--- config.mk ---
export PLATFORM = sky130hd
export DESIGN_NAME = and3_sweep_ctrl
export DESIGN_NICKNAME = d
export VERILOG_FILES = /design/src/rtl/and3_sweep_pkg.sv /design/src/rtl/sweep_settle_timer.sv /design/src/rtl/and3_sweep_ctrl.sv
export SDC_FILE = /design/constraint.sdc
export NUM_CORES = 1
export LEC_CHECK = 0
export ABC_AREA = 0
export CAP_MARGIN = 20
export CORE_UTILIZATION = 54
export CTS_CLUSTER_SIZE = 20
export DETAILED_ROUTE_END_ITERATION = 8
export GPL_ROUTABILITY_DRIVEN = 0
export PLACE_DENSITY = 0.9
export SETUP_SLACK_MARGIN = 0.2
export SYNTH_ARGS = -nofsm -noshare
export SYNTH_HDL_FRONTEND = slang
export SYNTH_SLANG_ARGS = --single-unit
--- constraint.sdc ---
create_clock -name clk -period 3.5 [get_ports clk]
set_input_delay 0.7 -clock clk [delete_from_list [all_inputs] [get_ports clk]]
set_output_delay 0.7 -clock clk [all_outputs]
set_load 0.05 [all_outputs]
--- src/rtl/and3_sweep_pkg.sv ---
// Shared types and limits for the 3-input AND sweep controller.
// The limits bound the settle time so the settle counter stays 4 bits wide.
package and3_sweep_pkg;

  typedef enum logic [1:0] {
    IDLE,
    WAIT,
    SAMPLE,
    DONE
  } sweep_state_e;

  localparam int NUM_VEC    = 8;
  localparam int SETTLE_MIN = 1;
  localparam int SETTLE_MAX = 15;
  localparam int SETTLE_W   = 4;

endpackage

--- src/rtl/sweep_settle_timer.sv ---
// Settle counter: load arms it for SETTLE cycles, tick counts down,
// and expire flags the last cycle of the settle window.
module sweep_settle_timer
  import and3_sweep_pkg::*;
#(
  parameter int SETTLE = 2
) (
  input  logic clk,
  input  logic rst,
  input  logic load,
  input  logic tick,
  output logic expire
);

  logic [SETTLE_W-1:0] cnt_q, cnt_d;

  // Loaded with SETTLE-1 so expire is seen on exactly the SETTLE-th tick cycle.
  always_comb begin
    cnt_d = cnt_q;
    if (load) begin
      cnt_d = SETTLE_W'(SETTLE - 1);
    end else if (tick && (cnt_q != '0)) begin
      cnt_d = cnt_q - 1'b1;
    end
  end

  always_ff @(posedge clk) begin
    if (rst) begin
      cnt_q <= '0;
    end else begin
      cnt_q <= cnt_d;
    end
  end

  assign expire = (cnt_q == '0);

endmodule

--- src/rtl/and3_sweep_ctrl.sv ---
// Exhaustive 8-vector sweep of an external 3-input AND datapath.
// All outputs come from flops; d_in/e_in only reach next-state logic.
module and3_sweep_ctrl
  import and3_sweep_pkg::*;
#(
  parameter int SETTLE       = 2,
  parameter bit STOP_ON_FAIL = 1'b0
) (
  input  logic       clk,
  input  logic       rst,
  input  logic       start,
  output logic       a_out,
  output logic       b_out,
  output logic       c_out,
  input  logic       d_in,
  input  logic       e_in,
  output logic       busy,
  output logic       done,
  output logic       pass,
  output logic [3:0] err_count,
  output logic [7:0] fail_vec,
  output logic [2:0] vec_idx
);

  sweep_state_e state_q, state_d;
  logic [2:0]   vec_idx_q, vec_idx_d;
  logic [2:0]   drive_q, drive_d;
  logic [3:0]   err_count_q, err_count_d;
  logic [7:0]   fail_vec_q, fail_vec_d;
  logic         pass_q, pass_d;
  logic         settle_load;
  logic         settle_expire;
  logic         mismatch;

  sweep_settle_timer #(
    .SETTLE(SETTLE)
  ) u_settle (
    .clk   (clk),
    .rst   (rst),
    .load  (settle_load),
    .tick  (state_q == WAIT),
    .expire(settle_expire)
  );

  // NOTE: every variable gets a default before the case so no path leaves it unassigned (no latch).
  always_comb begin
    state_d     = state_q;
    vec_idx_d   = vec_idx_q;
    err_count_d = err_count_q;
    fail_vec_d  = fail_vec_q;
    pass_d      = pass_q;
    settle_load = 1'b0;
    mismatch    = (d_in != (drive_q[2] & drive_q[1])) || (e_in != (&drive_q));

    case (state_q)
      IDLE: begin
        if (start) begin
          state_d     = WAIT;
          vec_idx_d   = '0;
          err_count_d = '0;
          fail_vec_d  = '0;
          pass_d      = 1'b0;
          settle_load = 1'b1;
        end
      end
      WAIT: begin
        if (settle_expire) state_d = SAMPLE;
      end
      SAMPLE: begin
        if (mismatch) begin
          if (err_count_q != 4'(NUM_VEC)) err_count_d = err_count_q + 4'd1;
          fail_vec_d[vec_idx_q] = 1'b1;
        end
        if ((vec_idx_q == 3'(NUM_VEC - 1)) || (STOP_ON_FAIL && mismatch)) begin
          state_d = DONE;
          pass_d  = (err_count_d == '0);
        end else begin
          state_d     = WAIT;
          vec_idx_d   = vec_idx_q + 3'd1;
          settle_load = 1'b1;
        end
      end
      DONE: begin
        state_d = IDLE;
      end
      default: begin
        state_d = IDLE;
      end
    endcase

    // Drive pattern is registered from next-state values so a/b/c switch cleanly together.
    drive_d = ((state_d == WAIT) || (state_d == SAMPLE)) ? vec_idx_d : 3'b000;
  end

  // NOTE: sequential state uses non-blocking assignments so all flops update from pre-edge values.
  always_ff @(posedge clk) begin
    if (rst) begin
      state_q     <= IDLE;
      vec_idx_q   <= '0;
      drive_q     <= '0;
      err_count_q <= '0;
      fail_vec_q  <= '0;
      pass_q      <= 1'b0;
    end else begin
      state_q     <= state_d;
      vec_idx_q   <= vec_idx_d;
      drive_q     <= drive_d;
      err_count_q <= err_count_d;
      fail_vec_q  <= fail_vec_d;
      pass_q      <= pass_d;
    end
  end

  assign a_out     = drive_q[2];
  assign b_out     = drive_q[1];
  assign c_out     = drive_q[0];
  assign busy      = (state_q != IDLE);
  assign done      = (state_q == DONE);
  assign pass      = pass_q;
  assign err_count = err_count_q;
  assign fail_vec  = fail_vec_q;
  assign vec_idx   = vec_idx_q;

endmodule
## Word level (Yosys, flattened, before mapping)

Index checks and enable logic that the tools add are counted.

| word-level totals | value |
|---|---|
| register bits | 25 |
| input port bits | 5 |
| output and inout bits | 21 |
| logic and storage cells | 70 |

| operators by class | value |
|---|---|
| $add $sub $neg | 3 |
| order comparisons | 2 |
| eq/ne operators | 12 |
| muxes and demuxes | 25 |
| bitwise operators | 3 |
| reductions and logical operators | 17 |

Operators with widths:

| kind | number |
|---|---|
| $mux W4 | 4 |
| $mux W8 | 2 |
| $pmux W8 S2 | 1 |
| $reduce_and A3 Y1 | 3 |
| $logic_not A4 Y1 | 2 |
| $or A8 B8 Y8 | 1 |
| $pmux W2 S4 | 1 |
| $pmux W4 S2 | 1 |
| $mux W1 | 7 |
| $eq A2 B2 Y1 const B | 3 |
| $mux W2 | 3 |
| $mux W3 | 2 |
| $ne A2 B2 Y1 const B | 3 |
| $pmux W3 S2 | 1 |
| $reduce_bool A2 Y1 | 3 |
| $add A4 B1 Y4 const B | 1 |
| $eq A2 B1 Y1 const B | 2 |
| $lt A3 B4 Y1 const B | 1 |
| $ne A4 B4 Y1 const B | 1 |
| $pmux W1 S2 | 2 |
| $reduce_bool A4 Y1 | 1 |
| $reduce_or A2 Y1 | 2 |
| $sub A4 B1 Y4 const B | 1 |
| $add A3 B1 Y3 const B | 1 |
| 10 further kinds | 13 |

## Longest topological paths before layout

Gate-level depths: netlist (run 1).

| logic depth | value |
|---|---|
| depth after elaboration | 8 |
| mapped depth | 7 |
| mapped depth without buffers | 7 |

## Hierarchy

Synthesis (run 1) repeated with hierarchy kept, for this count alone.

| second synthesis, totals | value |
|---|---|
| cell total of the unflattened synthesis | 146 |
| area total of the unflattened synthesis | 1275.0 µm² |

Modules (own cells, without submodules):

| module | times used | cells each | area each (µm²) |
|---|---|---|---|
| and3_sweep_ctrl | 1 | 122 | 1062.3 |
| sweep_settle_timer | 1 | 24 | 212.7 |

## Worst setup path after synthesis (run 1)

Ideal clock, no wire load.

| timing | value |
|---|---|
| path type | reg-to-reg |
| start | reg err_count_q[0], in the netlist err_count[0] |
| end | reg pass_q, in the netlist pass |
| setup time | 87 ps |
| arrival time | 1849 ps |
| data required time | 3413 ps |
| setup slack | 1564 ps |
| cell stages (with the launch flop) | 8 |
| cell sequence | dfxtp_1 inv_1 ha_1 and2_0 o21ai_0 o31a_1 nand4b_1 o31ai_1 |

| between the ends | value |
|---|---|
| cells in the longest elaborated chain, start to end | 7 |

RTL lines:

| item | RTL line | text |
|---|---|---|
| start, declared | and3_sweep_ctrl.sv:28 | `logic [3:0] err_count_q, err_count_d;` |
| start signal, assigned | and3_sweep_ctrl.sv:108 | `err_count_q <= err_count_d;` |
| $add A4 B1 Y4 or $ne A4 B4 Y1 (tied branches) | and3_sweep_ctrl.sv:71 | `if (err_count_q != 4'(NUM_VEC)) err_count_d = err_count_q + 4'd1;` |
| $mux W4 | and3_sweep_ctrl.sv:71 |  |
| $mux W4 (*) | and3_sweep_ctrl.sv:70 | `if (mismatch) begin` |
| $mux W4 (*) | and3_sweep_ctrl.sv:55 | `case (state_q)` |
| $logic_not A4 Y1 (*) | and3_sweep_ctrl.sv:76 | `pass_d = (err_count_d == '0);` |
| $mux W1 (*) | and3_sweep_ctrl.sv:74 | `if ((vec_idx_q == 3'(NUM_VEC - 1)) \|\| (STOP_ON_FAIL && mismatch)) begin` |
| $pmux W1 S2 (*) | and3_sweep_ctrl.sv:55 |  |
| end signal, assigned | and3_sweep_ctrl.sv:110 | `pass_q <= pass_d;` |
| end, declared | and3_sweep_ctrl.sv:30 | `logic pass_q, pass_d;` |

Every way passes the cells marked *; elsewhere a longest branch is shown, timed or not. The select of a mux whose other input is x is not followed.
A chain may end at the register's enable or synchronous reset.

## Final worst setup path (run 1)

| timing | value |
|---|---|
| start | reg state_q[0] |
| end | out busy |

| between the ends | value |
|---|---|
| cells in the longest elaborated chain, start to end | 1 |

RTL lines:

| item | RTL line | text |
|---|---|---|
| start, declared | and3_sweep_ctrl.sv:25 | `sweep_state_e state_q, state_d;` |
| start signal, assigned | and3_sweep_ctrl.sv:105 | `state_q <= state_d;` |
| $reduce_bool A2 Y1 | and3_sweep_ctrl.sv:117 | `assign busy = (state_q != IDLE);` |
| end, declared | and3_sweep_ctrl.sv:17 | `output logic busy,` |

Every way passes these cells.

==> reports/metrics.yaml, run 1 <==
status: "completed"
die_y_microns: 50.74
crit_required_ns: 2.80
r2r-start: "err_count[1]"
synth_top_family_by_area: "compound AO/OA/AOI/OAI gates"
netlist_area_sq_um: 1282
cts_resized: 0
critPathArrivalTime_ns: 1.86
crit_path_end_kind: "primary output"
h-tree-depth: 1
setup_viol: 0
die_width_microns: 50.74
io_pins: 26
synthAdderAreaFrac: 0.03902
grt_pass1_vias: 1136
worstPathMaxFanout: 11
synthSimpleGateAreaFrac: 0.2185
drt-pass1-iter-count: 4
ys_warn_count: 0
synth-edff-count: 0
syn-num-nets: 153
drive_gt1_frac: 0.07738
root_buffer: "clkbuf_4"
seq_area_sq_um: 500.5
synth-compound-area-share: 0.2400
yosys.area_share.xor_xnor: 0.04000
seq_area_frac_synth: 0.3902
finalClockSkew_ns: 0.006460
syn_inst: 144
r2r_cells: 7
synth_mux_area_frac: 0.03122
ys_top_cells_by_area: "dfxtp_1, a21oi_1, a22o_1"
drcViolationCount: 0
num_vias: 1177
syn_to_final_growth_pct: 22.63
fin_crit_ns: 2.558
cp_slowest_stage_delay_ns: 0.79
ir_drop_mv: 0.2776
rrSetupSlack_ns: 1.68
slowest_stage: "clkdlybuf4s50_1"
hp-class: "flip-flop to flip-flop"
power_leakage_uw: 0.0005490
synth_top_cell_by_area: "dfxtp_1"
cts.sinks: 25
min_from: "pass"
clock.fmax_mhz: 391.0
dp_hpwl_microns: 2285
initial_utilization: 0.5742
max-clock-path-buffers: 2
clock_latency_ns: 0.31
synth.distinct_cells: 48
die-area_sq_um: 2574
via_per_inst: 6.005
synthArstFlopShare: 0
gr-usage-all-layers: 0.2641
holdBufCountCts: 0
cts_tree: "yes"
hold_path_depth: 2
final_antenna_net_count: 0
row_count: 17
numPortBuffers: 25
hold_viol: 0
ys.flop_type: "dfxtp_1"
synth-seq-cells: 25
post_cts_buffers: 0
synth_top_area_frac: 0.3902
wl_microns: 2958
syn_area_per_cell_sq_um: 8.906
nets: 178
startpoint: "state_q[0]"
cap_violations: 0
cp-start-kind: "flip-flop"
clkTransAtPathRegs_ns: 0.14
nFillCells: 180
crit_type: "flip-flop to primary output"
final.setup.tns_ns: 0
synth.most_common_cell: "dfxtp_1"
drt-wirelength-per-cell_microns: 15.09
synth_common_cells: "dfxtp_1, a21oi_1, nand2_1, nor2_1, a22o_1"
core-area_sq_um: 2233
grt-ovfl-total: 0
grt_max_degree: 16
finalMaxSlewViolations: 0
multi_input_area_sq_um: 729.5
crit_chain: "nor2_1 -> inv_1 -> clkdlybuf4s50_1"
worst_slew_pin_slew_ns: 0.5544
post-route-period-util: 0.7307
antenna_found_initial: 0
maxSlewHeadroom: 0.6292
rsz0062_at_grt: "no"
n_antenna_cell: 0
drt_iter0_markers: 25
p_per_area_nw_per_um2: 337.9
grt_pass1_wl_microns: 5161
hold_slack_ns: 0.4875
cts_buffers: 3
## worst max-delay path, delay by kind of cell (launching register included)
family                 cells  cell delay (ns)
DFF                        1             0.54
buffers and inverters      2             0.87
and+or+nand+nor            1             0.14
## layout by cell type, fill, tap and decap left out, types with 3 or more instances in the layout
cell type        netlist  final
nand3_1                3      3
inv_1                  6      6
o21ai_0                5      5
a22o_1                 8      8
mux2i_1                4      4
nor2_1                11     11
clkbuf_4               0      3
clkdlybuf4s50_1        0     25
nand2_1               12     12
dfxtp_1               25     25
a21oi_1               14     14
or3_1                  3      3
nor2b_1                3      3
ha_1                   4      4
xor2_1                 3      3
## routing by layer
metal	global-route usage	up-vias	part of all wire
met4	0.1019	0	0.0091
met5	0	-	0
li1	-	570	-
met3	0.03939	4	0.045
met2	0.4533	43	0.51
met1	0.3296	560	0.44
## where the power goes
part           switching, uW  internal, uW
clock network           87.4          42.7
registers               11.2           293
logic                   59.4          38.0
## final timing paths
kind         endpoint
max              busy
min reg2reg      pass
max reg2reg      pass
min              pass
## state kept, by name (all words and copies together), names as in the netlist
register	flops
fail_vec	8
state_q	2
err_count	4
pass	1
vec_idx	3
u_settle.cnt_q	4
drive_q	3
## cells by family (layout without fill, tap and decap cells)
logic type	after synthesis	in the layout
flip-flops	25	25
buffers and inverters	12	36
multiplexers	4	4
AO/OA/AOI/OAI	42	42
AND/OR/NAND/NOR	52	52
adder cells (fa/ha/maj)	4	4
XOR/XNOR	5	5
## stage by stage
stage	std cells	setup slack, ns	area (sq um)	power (uW)	utilization
after detailed placement	192	1.003	1545	407.1	0.6919
after floorplan	144	1.564	1282	379.2	-
after CTS	196	0.9564	1573	532.1	0.7042
after global routing	196	0.8273	1573	556.5	0.7042
final	196	0.9424	1573	531.5	0.7042
after global placement	192	1.076	1545	402.8	0.6919
## final cells by class
class	count	share of cell area
Multi-Input combinational cell	107	0.4638
Sequential cell	25	0.3182
Timing Repair Buffer	26	0.1639
Tap cell	28	0.02228
Clock buffer	3	0.01432
Inverter	6	0.01432
Clock inverter	1	0.003182
(Power assumes the default switching activity.)
==> inputs of run 2 (changes only) <==
- CORE_UTILIZATION: 54 -> 50
- PLACE_DENSITY: 0.9 -> 0.85
- clock period: 3.5 -> 2.67 ns (I/O delays scaled with it)
==> reports/metrics.yaml, run 2 (synthesized netlist as in run 1, its figures left out) <==
grt-ovfl-total: 0
critPathArrivalTime_ns: 1.84
hold_viol: 0
worstPathMaxFanout: 11
hold_path_depth: 2
nets: 179
wl_microns: 3067
syn_to_final_growth_pct: 23.22
holdBufCountCts: 0
dp.cells: 193
h-tree-depth: 1
drt_iter0_markers: 39
worst_slew_pin_slew_ns: 0.5115
clock_latency_ns: 0.32
gr-usage-all-layers: 0.2423
nFillCells: 198
die-area_sq_um: 2772
maxSlewHeadroom: 0.6579
cap_violations: 0
drive_gt1_frac: 0.08284
dp_hpwl_microns: 2226
finalMaxSlewViolations: 0
grt_pass1_wl_microns: 4885
setup_viol: 0
io_pins: 26
row_count: 17
die_y_microns: 52.65
r2r_cells: 7
crit_required_ns: 2.14
status: "completed"
final_util: 0.6816
cts.sinks: 25
p_per_area_nw_per_um2: 442.7
cp_slowest_stage_delay_ns: 0.79
drt-pass1-iter-count: 4
die_width_microns: 52.65
final_antenna_net_count: 0
cp.depth: 3
n_antenna_cell: 0
crit_type: "flip-flop to primary output"
largest_reg_flops: 8
power_leakage_uw: 0.0005538
initial_utilization: 0.5532
layout_common_cells: "dfxtp_1, clkdlybuf4s50_1, a21oi_1"
drt-wirelength-per-cell_microns: 15.57
via_per_inst: 5.990
fin_crit_ns: 2.370
clock.fmax_mhz: 421.9
slowest_stage: "clkdlybuf4s50_1"
finalClockSkew_ns: 0.01496
root_buffer: "clkbuf_4"
crit_path_end_kind: "primary output"
crit_chain: "nor2_1 -> inv_1 -> clkdlybuf4s50_1"
cts_tree: "yes"
max-clock-path-buffers: 2
stdcell_count: 197
num_vias: 1180
final.setup.tns_ns: 0
ir_drop_mv: 0.3104
drcViolationCount: 0
hp-class: "flip-flop to flip-flop"
total_power_uw: 699.6
cp-start-kind: "flip-flop"
post_cts_buffers: 0
top_layer: "met4"
cts_buffers: 3
wl_met1_microns: 1371
wl_met2_microns: 1493
cp_num_buf_inv: 2
antenna_found_initial: 0
numPortBuffers: 25
dr_wl_met3_microns: 164
grt_pass1_vias: 1081
core-area_sq_um: 2318
rsz0062_at_grt: "no"
grt_max_degree: 15
clkTransAtPathRegs_ns: 0.15
cpLargestDelayFamily: "buffers and inverters"
post-route-period-util: 0.8878
cts_resized: 0
==> run 2: cell types whose count changed in the layout (fill, tap and decap cells not counted), sizes merged <==
cell,before,now
buf,1,2
==> run 2: power breakdown <==
group,switching (uW),internal (uW)
clock network,114,56.0
registers,15.0,384
logic,79.5,51.1
total,209,491
==> run 2: worst paths after layout <==
path           startpoint  endpoint  slack [ns]
min                  pass      pass        0.49
max            state_q[0]      busy        0.30
min reg2reg          pass      pass        0.49
max reg2reg  err_count[0]      pass        0.82
==> run 2: metrics by stage <==
stage | instance area, sq um | hold slack (ns) | setup WS (ns)
after global routing | 1580 | 0.5205 | 0.2060
after global placement | 1553 | 0.4600 | 0.4183
after CTS | 1580 | 0.4931 | 0.3045
after detailed placement | 1553 | 0.4688 | 0.3377
final | 1580 | 0.4862 | 0.2997
after floorplan | 1282 | 0.4880 | 0.7343
==> run 2: worst min-delay path: stages, from the launching register on <==
cell and delay, ns:
dfxtp_1 0.34, nand3_1 0.06, o31ai_1 0.06
==> run 2: area by class of cell <==
type | count | area (sq um) | share of cell area
clock buffer | 3 | 22.52 | 0.01425
clock inverter | 1 | 5.005 | 0.003167
inverter | 6 | 22.52 | 0.01425
multi-input combinational | 107 | 729.5 | 0.4616
sequential | 25 | 500.5 | 0.3167
tap | 28 | 35.03 | 0.02217
timing repair buffer | 27 | 265.3 | 0.1679
==> run 2: per-layer routing <==
metal,GRT usage,vias up
li1,-,576
met1,0.3175,560
met2,0.3987,40
met4,0.09211,0
met3,0.03188,4
met5,0,-
==> variant 1: new RTL, flow settings as in run 2 <==
Add an input register stage for `start`, `d_in` and `e_in`, without a reset; this delays them by one clock.
--- a/src/rtl/and3_sweep_ctrl.sv
+++ b/src/rtl/and3_sweep_ctrl.sv
@@ -22,4 +22,14 @@
   output logic [2:0] vec_idx
 );
+
+  logic start_q;
+  logic d_q;
+  logic e_q;
+
+  always_ff @(posedge clk) begin
+    start_q <= start;
+    d_q     <= d_in;
+    e_q     <= e_in;
+  end
 
   sweep_state_e state_q, state_d;
@@ -51,9 +61,9 @@
     pass_d      = pass_q;
     settle_load = 1'b0;
-    mismatch    = (d_in != (drive_q[2] & drive_q[1])) || (e_in != (&drive_q));
+    mismatch    = (d_q != (drive_q[2] & drive_q[1])) || (e_q != (&drive_q));
 
     case (state_q)
       IDLE: begin
-        if (start) begin
+        if (start_q) begin
           state_d     = WAIT;
           vec_idx_d   = '0;
Formal check against the unedited RTL: not equivalent (a bounded check fails within 4 cycles, from zero or initial values and one cycle with rst high).
==> variant 1 against run 2 <==
- synthesized area up 8.1%
- highest routed layer unchanged
- critical path depth is the same
- final area grew 7.7%
- wire length is 4.0% lower
- clock skew shrank 0.0092 ns
- power grew 12%
- global-route usage down 2.5 points
- largest power group unchanged
- sequential cell count grew 3
- worst setup slack worse by 0.062 ns
- hold slack got worse by 0.0021 ns
- count of clock-buffer cells in the layout increased by 1
- largest cell class unchanged
==> variant 1: results (changes against run 2) <==
.. list-table::
   :header-rows: 1

   * - Metric
     - Value
   * - Clock insertion delay at the later pin of the skew report
     - 0.33 ns
   * - Clock buffers created by TritonCTS
     - 3 (unchanged)
   * - Result of the run
     - completed
   * - Routed WL per cell
     - 14.01 um (-10%)
   * - Aggregate global-route resource usage
     - 21.70% (-2.5 points)
   * - Hold crit path type
     - reg2reg
   * - Cell family with most CP delay
     - buffers and inverters
   * - Total Nets Final
     - 190 (+6.1%)
   * - Post-synth top flop
     - dfxtp_1
   * - Number of detailed-route iterations in the first pass
     - 4 (unchanged)
   * - Post-route clock skew
     - 0.005786 ns (-0.009170 ns)
   * - Global-route wire length before repair
     - 4560 um (-6.7%)
   * - Synth cell count leaders
     - 28 x dfxtp_1, 14 x nor2_1, 11 x nand2_1, 9 x a21oi_1, 9 x o21a_1
   * - Static leakage
     - 0.6282 nW (+13%)
   * - Max stage delay on crit path
     - 0.80 ns
   * - Flip-flop count of the largest register after layout
     - 8 (unchanged)
   * - Number of diodes
     - 0 (unchanged)
   * - Post-detailed-route via-to-cell ratio
     - 5.743 (-4.1%)
   * - Slowest CP cell
     - clkdlybuf4s50_1
   * - Part of the Yosys area used for sequential elements
     - 40.43% (+1.4 points)
   * - CTS max path bufs
     - 2 (unchanged)
   * - Cell types occupying the most area after synthesis
     - dfxtp_1 40%, o21a_1 4.9%, nor2_1 3.8%
   * - Ratio of cells with drive above 1 in the final layout
     - 8.889% (+0.60 points)
   * - Count of routing violations after the opening detailed-route iteration
     - 31 (-21%)
   * - Count of synthesis-stage warnings from yosys
     - 0 (unchanged)
   * - Clock-pin slew on the worst setup and hold paths
     - 0.14 ns
   * - Largest fanout on the critical path
     - 14 (+3)
   * - Postcts setup bufs
     - 0 (unchanged)
   * - Slack of the worst reg-to-reg path
     - 0.69 ns (-0.13 ns)
   * - Slew of the pin with the lowest slew margin
     - 0.6019 ns (+0.09045 ns)
   * - Synth cell types
     - 45 (-6.3%)
   * - CTS Root Cell
     - clkbuf_4
   * - Crit path DAT
     - 1.90 ns (+0.06 ns)
   * - Synthesized netlist net count
     - 165 (+7.8%)
   * - Fraction of synthesis flops using an asynchronous set or reset pin
     - 0% (unchanged)
   * - Vias in the first global route
     - 1036 (-4.2%)
   * - Post-cts resize count
     - 0 (unchanged)
   * - Pin count of the biggest net entering global routing
     - 16 (+1)
   * - Sum of net half-perimeters after detailed placement
     - 2165 um (-2.7%)
   * - Clock H-tree levels
     - 1 (unchanged)
   * - Number of antenna violations at the first check in global routing
     - 0 (unchanged)
   * - Peak supply drop
     - 0.0003260 V (+5.0%)
   * - Count of buffers from port buffering
     - 25 (unchanged)
[variant 1: cell count changes after synthesis, sizes merged, moves of 4 or more]
cell,delta
mux2i,-4
o21a,+10
clkbuf,+4
a21oi,-5
a22o,-8
[variant 1: worst reg2reg max path, delay by kind of cell (launching register included)]
| kind | cells | cell delay, ns |
|---|---|---|
| DFF | 1 | 0.60 |
| and+or+nand+nor | 1 | 0.31 |
| AOI/OAI and AO/OA | 3 | 0.72 |
| adders and majority gates | 1 | 0.28 |
[variant 1: worst paths after layout]
path | startpoint | end | depth (start not counted)
setup reg to reg | vec_idx[0] | pass | 5
hold reg to reg | fail_vec[6] | fail_vec[6] | 1
hold / removal | fail_vec[6] | fail_vec[6] | 1
setup / recovery | state_q[1] | busy | 3
[variant 1: cell families (layout without fill, tap and decap cells)]
family | after synthesis | in the layout | synth area share, %
and+or+nand+nor | 58 | 58 | 21.57
muxes | 3 | 3 | 2.707
xor gates and xnor gates | 5 | 5 | 3.701
AOI/OAI and AO/OA | 45 | 45 | 24.37
DFF | 28 | 28 | 40.43
adders and majority gates | 4 | 4 | 3.610
buffers and inverters | 13 | 37 | 3.610
[variant 1: layer usage]
metal / wire [um] / vias to the layer above / global-route usage, % / share of wire, %
met2: 1413 / 39 / 37.35 / 48
met3: 127 / 5 / 4.167 / 4.3
met1: 1352 / 556 / 25.97 / 46
met5: 0 / - / 0 / 0
met4: 49 / 0 / 8.974 / 1.7
li1: - / 606 / - / -
[variant 1: metrics by stage]
| stage | instances | util (%) | hold WS [ns] | setup slack (ns) | instance area (um^2) |
|---|---|---|---|---|---|
| floorplan | 156 | - | 0.4800 | 0.6280 | 1386 |
| global placement | 206 | 65.29 | 0.4483 | 0.6182 | 1662 |
| detailed placement | 206 | 65.29 | 0.4543 | 0.6084 | 1662 |
| CTS | 210 | 66.72 | 0.4887 | 0.2115 | 1698 |
| global route | 210 | 66.86 | 0.5046 | 0.1483 | 1702 |
| finish | 210 | 66.86 | 0.4841 | 0.2380 | 1702 |
[variant 1: power breakdown]
part | leakage [nW] | switching [mW] | internal (mW)
clock | 0.0210 | 0.119 | 0.0836
sequential | 0.228 | 0.0199 | 0.431
combinational | 0.379 | 0.0760 | 0.0544
total | 0.628 | 0.215 | 0.569
[variant 1: layout make-up]
type                       instances  area, um^2
sequential                        28       561.8
timing repair buffer              27       267.8
fill                             201       843.3
clock buffer                       4       36.28
tap                               30       37.54
multi-input combinational        115       775.7
inverter                           6       22.52
==> variant 2: new RTL, config.mk and constraints of run 2 <==
Made on the original files. The package constant `SETTLE_W` goes from 4 to 5.
--- a/src/rtl/and3_sweep_pkg.sv
+++ b/src/rtl/and3_sweep_pkg.sv
@@ -13,5 +13,5 @@
   localparam int SETTLE_MIN = 1;
   localparam int SETTLE_MAX = 15;
-  localparam int SETTLE_W   = 4;
+  localparam int SETTLE_W   = 5;
 
 endpackage
Function: no difference found for any inputs over 10 cycles, from zero or initial values and one cycle with rst high; that may be too few to reach the edited logic, so the function may still have changed.
==> variant 2 against run 2 <==
- synthesized area is 1.6% lower
- die area is 1.5% lower
- non-clock buffer count is 1 lower
- combinational power is 13% higher
- maximum frequency is 3.5% higher
- worst setup slack better by 0.080 ns
- sequential cell count is 1 higher
- final area stayed put
- wire length is 8.7% lower
- power is 20% higher
- synthesized cell count is 6.9% lower
- sequential power is 5.0% higher
- critical path type unchanged
==> variant 2: results (changes against run 2) <==
.. list-table::
   :header-rows: 1

   * - Metric
     - Value
   * - Result of the run
     - completed
   * - Source of the worst register-to-register timing path
     - state_q[0]
   * - Synthesized netlist net count
     - 144 (-5.9%)
   * - FF-to-FF path depth
     - 4 (-3)
   * - Internal power
     - 0.6081 mW (+24%)
   * - Worst Setup Slack post-DPL
     - 0.4064 ns (+0.06877 ns)
   * - Crit path DAT
     - 1.76 ns (-0.08 ns)
   * - Headroom to the max-slew limit
     - 65.64% (-0.16 points)
   * - Post-route clock skew
     - 0.005801 ns (-0.009154 ns)
   * - Synth cell count leaders
     - 26 x dfxtp_1, 13 x nor2_1, 9 x nand2_1, 8 x a22o_1
   * - Number of filler cells placed in the layout
     - 188 (-5.1%)
   * - Routed Wire Length
     - 2801 um (-8.7%)
   * - Flip-flop count of the largest register after layout
     - 8 (unchanged)
   * - Total Nets Final
     - 170 (-5.0%)
   * - Sum of net half-perimeters after detailed placement
     - 2025 um (-9.0%)
   * - Critical path endpoint
     - vec_idx[2]
   * - Aggregate global-route resource usage
     - 22.39% (-1.8 points)
   * - Number of vias after detailed routing
     - 1106 (-6.3%)
   * - Ratio of cells with drive above 1 in the final layout
     - 9.434% (+1.1 points)
   * - Vias in the first global route
     - 1015 (-6.1%)
   * - Routed WL per cell
     - 14.98 um (-3.8%)
   * - Number of instances in the synthesized netlist
     - 134 (-6.9%)
   * - Cell family with most CP delay
     - buffers and inverters
   * - Part of the Yosys area used for sequential elements
     - 41.23% (+2.2 points)
   * - Clock-pin slew on the worst setup and hold paths
     - 0.15 ns (about the same)
   * - Slowest CP cell
     - clkdlybuf4s50_1
   * - Beginning of the critical path
     - vec_idx[2]
   * - Slack of the worst reg-to-reg path
     - 0.77 ns (-0.05 ns)
   * - Global-route wire length before repair
     - 4512 um (-7.6%)
   * - Clock H-tree levels
     - 1 (unchanged)
   * - Max stage delay on crit path
     - 0.87 ns (+0.08 ns)
   * - Pin count of the biggest net entering global routing
     - 16 (+1)
   * - Largest fanout on the critical path
     - 10 (-1)
   * - Count of routing violations after the opening detailed-route iteration
     - 33 (-15%)
   * - Endpoint of the worst register-to-register path
     - u_settle.cnt_q[1]
   * - Synth cell types
     - 42 (-13%)
   * - Peak supply drop
     - 0.0003479 V (+12%)
   * - Cell types occupying the most area after synthesis
     - dfxtp_1 41%, a22o_1 5.6%, ha_1 5.0%
   * - Maximum clock frequency
     - 436.5 MHz (+3.5%)
   * - Static leakage
     - 0.5896 nW (+6.5%)
   * - Inst Count DP
     - 183 (-5.2%)
   * - Count of buffers from port buffering
     - 25 (unchanged)
variant 2: cell count changes after synthesis, sizes merged, moves of 3 or more:
cell,before,now
a21oi,15,9
or3,3,0
nand2,13,9
nor2,11,14
o21ai,5,2
variant 2: timing repair:
action | CTS | global route
endpoints found under the setup margin | 1 | 1
pin swaps | 0 | 0
gates resized for setup | 1 | 1
hold endpoints to repair | 0 | 0
variant 2: metrics by stage:
| step | hold slack, ns | cell area, um^2 | util (%) |
|---|---|---|---|
| 3_3_place_gp | 0.4646 | 1526 | 66.45 |
| 2_1_floorplan | 0.5288 | 1262 | - |
| 4_1_cts | 0.5005 | 1578 | 68.68 |
| 5_1_grt | 0.5208 | 1580 | 68.79 |
| 6_report | 0.5020 | 1580 | 68.79 |
| 3_5_place_dp | 0.4661 | 1526 | 66.45 |
variant 2: layout make-up:
cell class / instances / share of cell area (%)
timing repair buffer: 26 / 16.39
sequential: 26 / 32.94
inverter: 7 / 1.663
multi-input combinational: 96 / 43.47
clock buffer: 3 / 1.425
tap: 28 / 2.217
clock inverter: 1 / 1.900
variant 2: cell families (layout without fill, tap and decap cells):
| family | after synthesis | in the layout | share of synthesized area [%] |
|---|---|---|---|
| buf+inv | 12 | 37 | 4.361 |
| xor+xnor | 6 | 6 | 4.163 |
| simple gates | 47 | 47 | 20.72 |
| mux | 3 | 3 | 2.478 |
| flops | 26 | 26 | 41.23 |
| fa+ha+maj | 5 | 5 | 4.955 |
| compound gates | 35 | 35 | 22.10 |
variant 2: routing by layer:
metal	part of all wire (%)	up-vias	GRT usage, %
met5	0	-	0
li1	-	536	-
met2	47	42	37.61
met3	4.5	8	2.609
met4	1.5	0	9.211
met1	47	520	28.96
variant 2: power groups by stage:
| stage | logic [mW] | clock network [mW] | registers, mW |
|---|---|---|---|
| finish | 0.148 | 0.276 | 0.419 |
| global placement | 0.141 | 0 | 0.426 |
| CTS | 0.148 | 0.275 | 0.419 |
| global route | 0.159 | 0.290 | 0.421 |
| detailed placement | 0.147 | 0 | 0.427 |
| floorplan | 0.0996 | 0 | 0.433 |
variant 2: worst min-delay path by stage:
stage	from	end	slack (ns)	cells after the start
floorplan	u_settle.cnt_q[4]	u_settle.cnt_q[4]	0.53	2
detailed placement	fail_vec[4]	fail_vec[4]	0.47	1
global route	fail_vec[6]	fail_vec[6]	0.52	1
CTS	fail_vec[4]	fail_vec[4]	0.50	1
finish	fail_vec[4]	fail_vec[4]	0.50	1
global placement	fail_vec[1]	fail_vec[1]	0.46	1
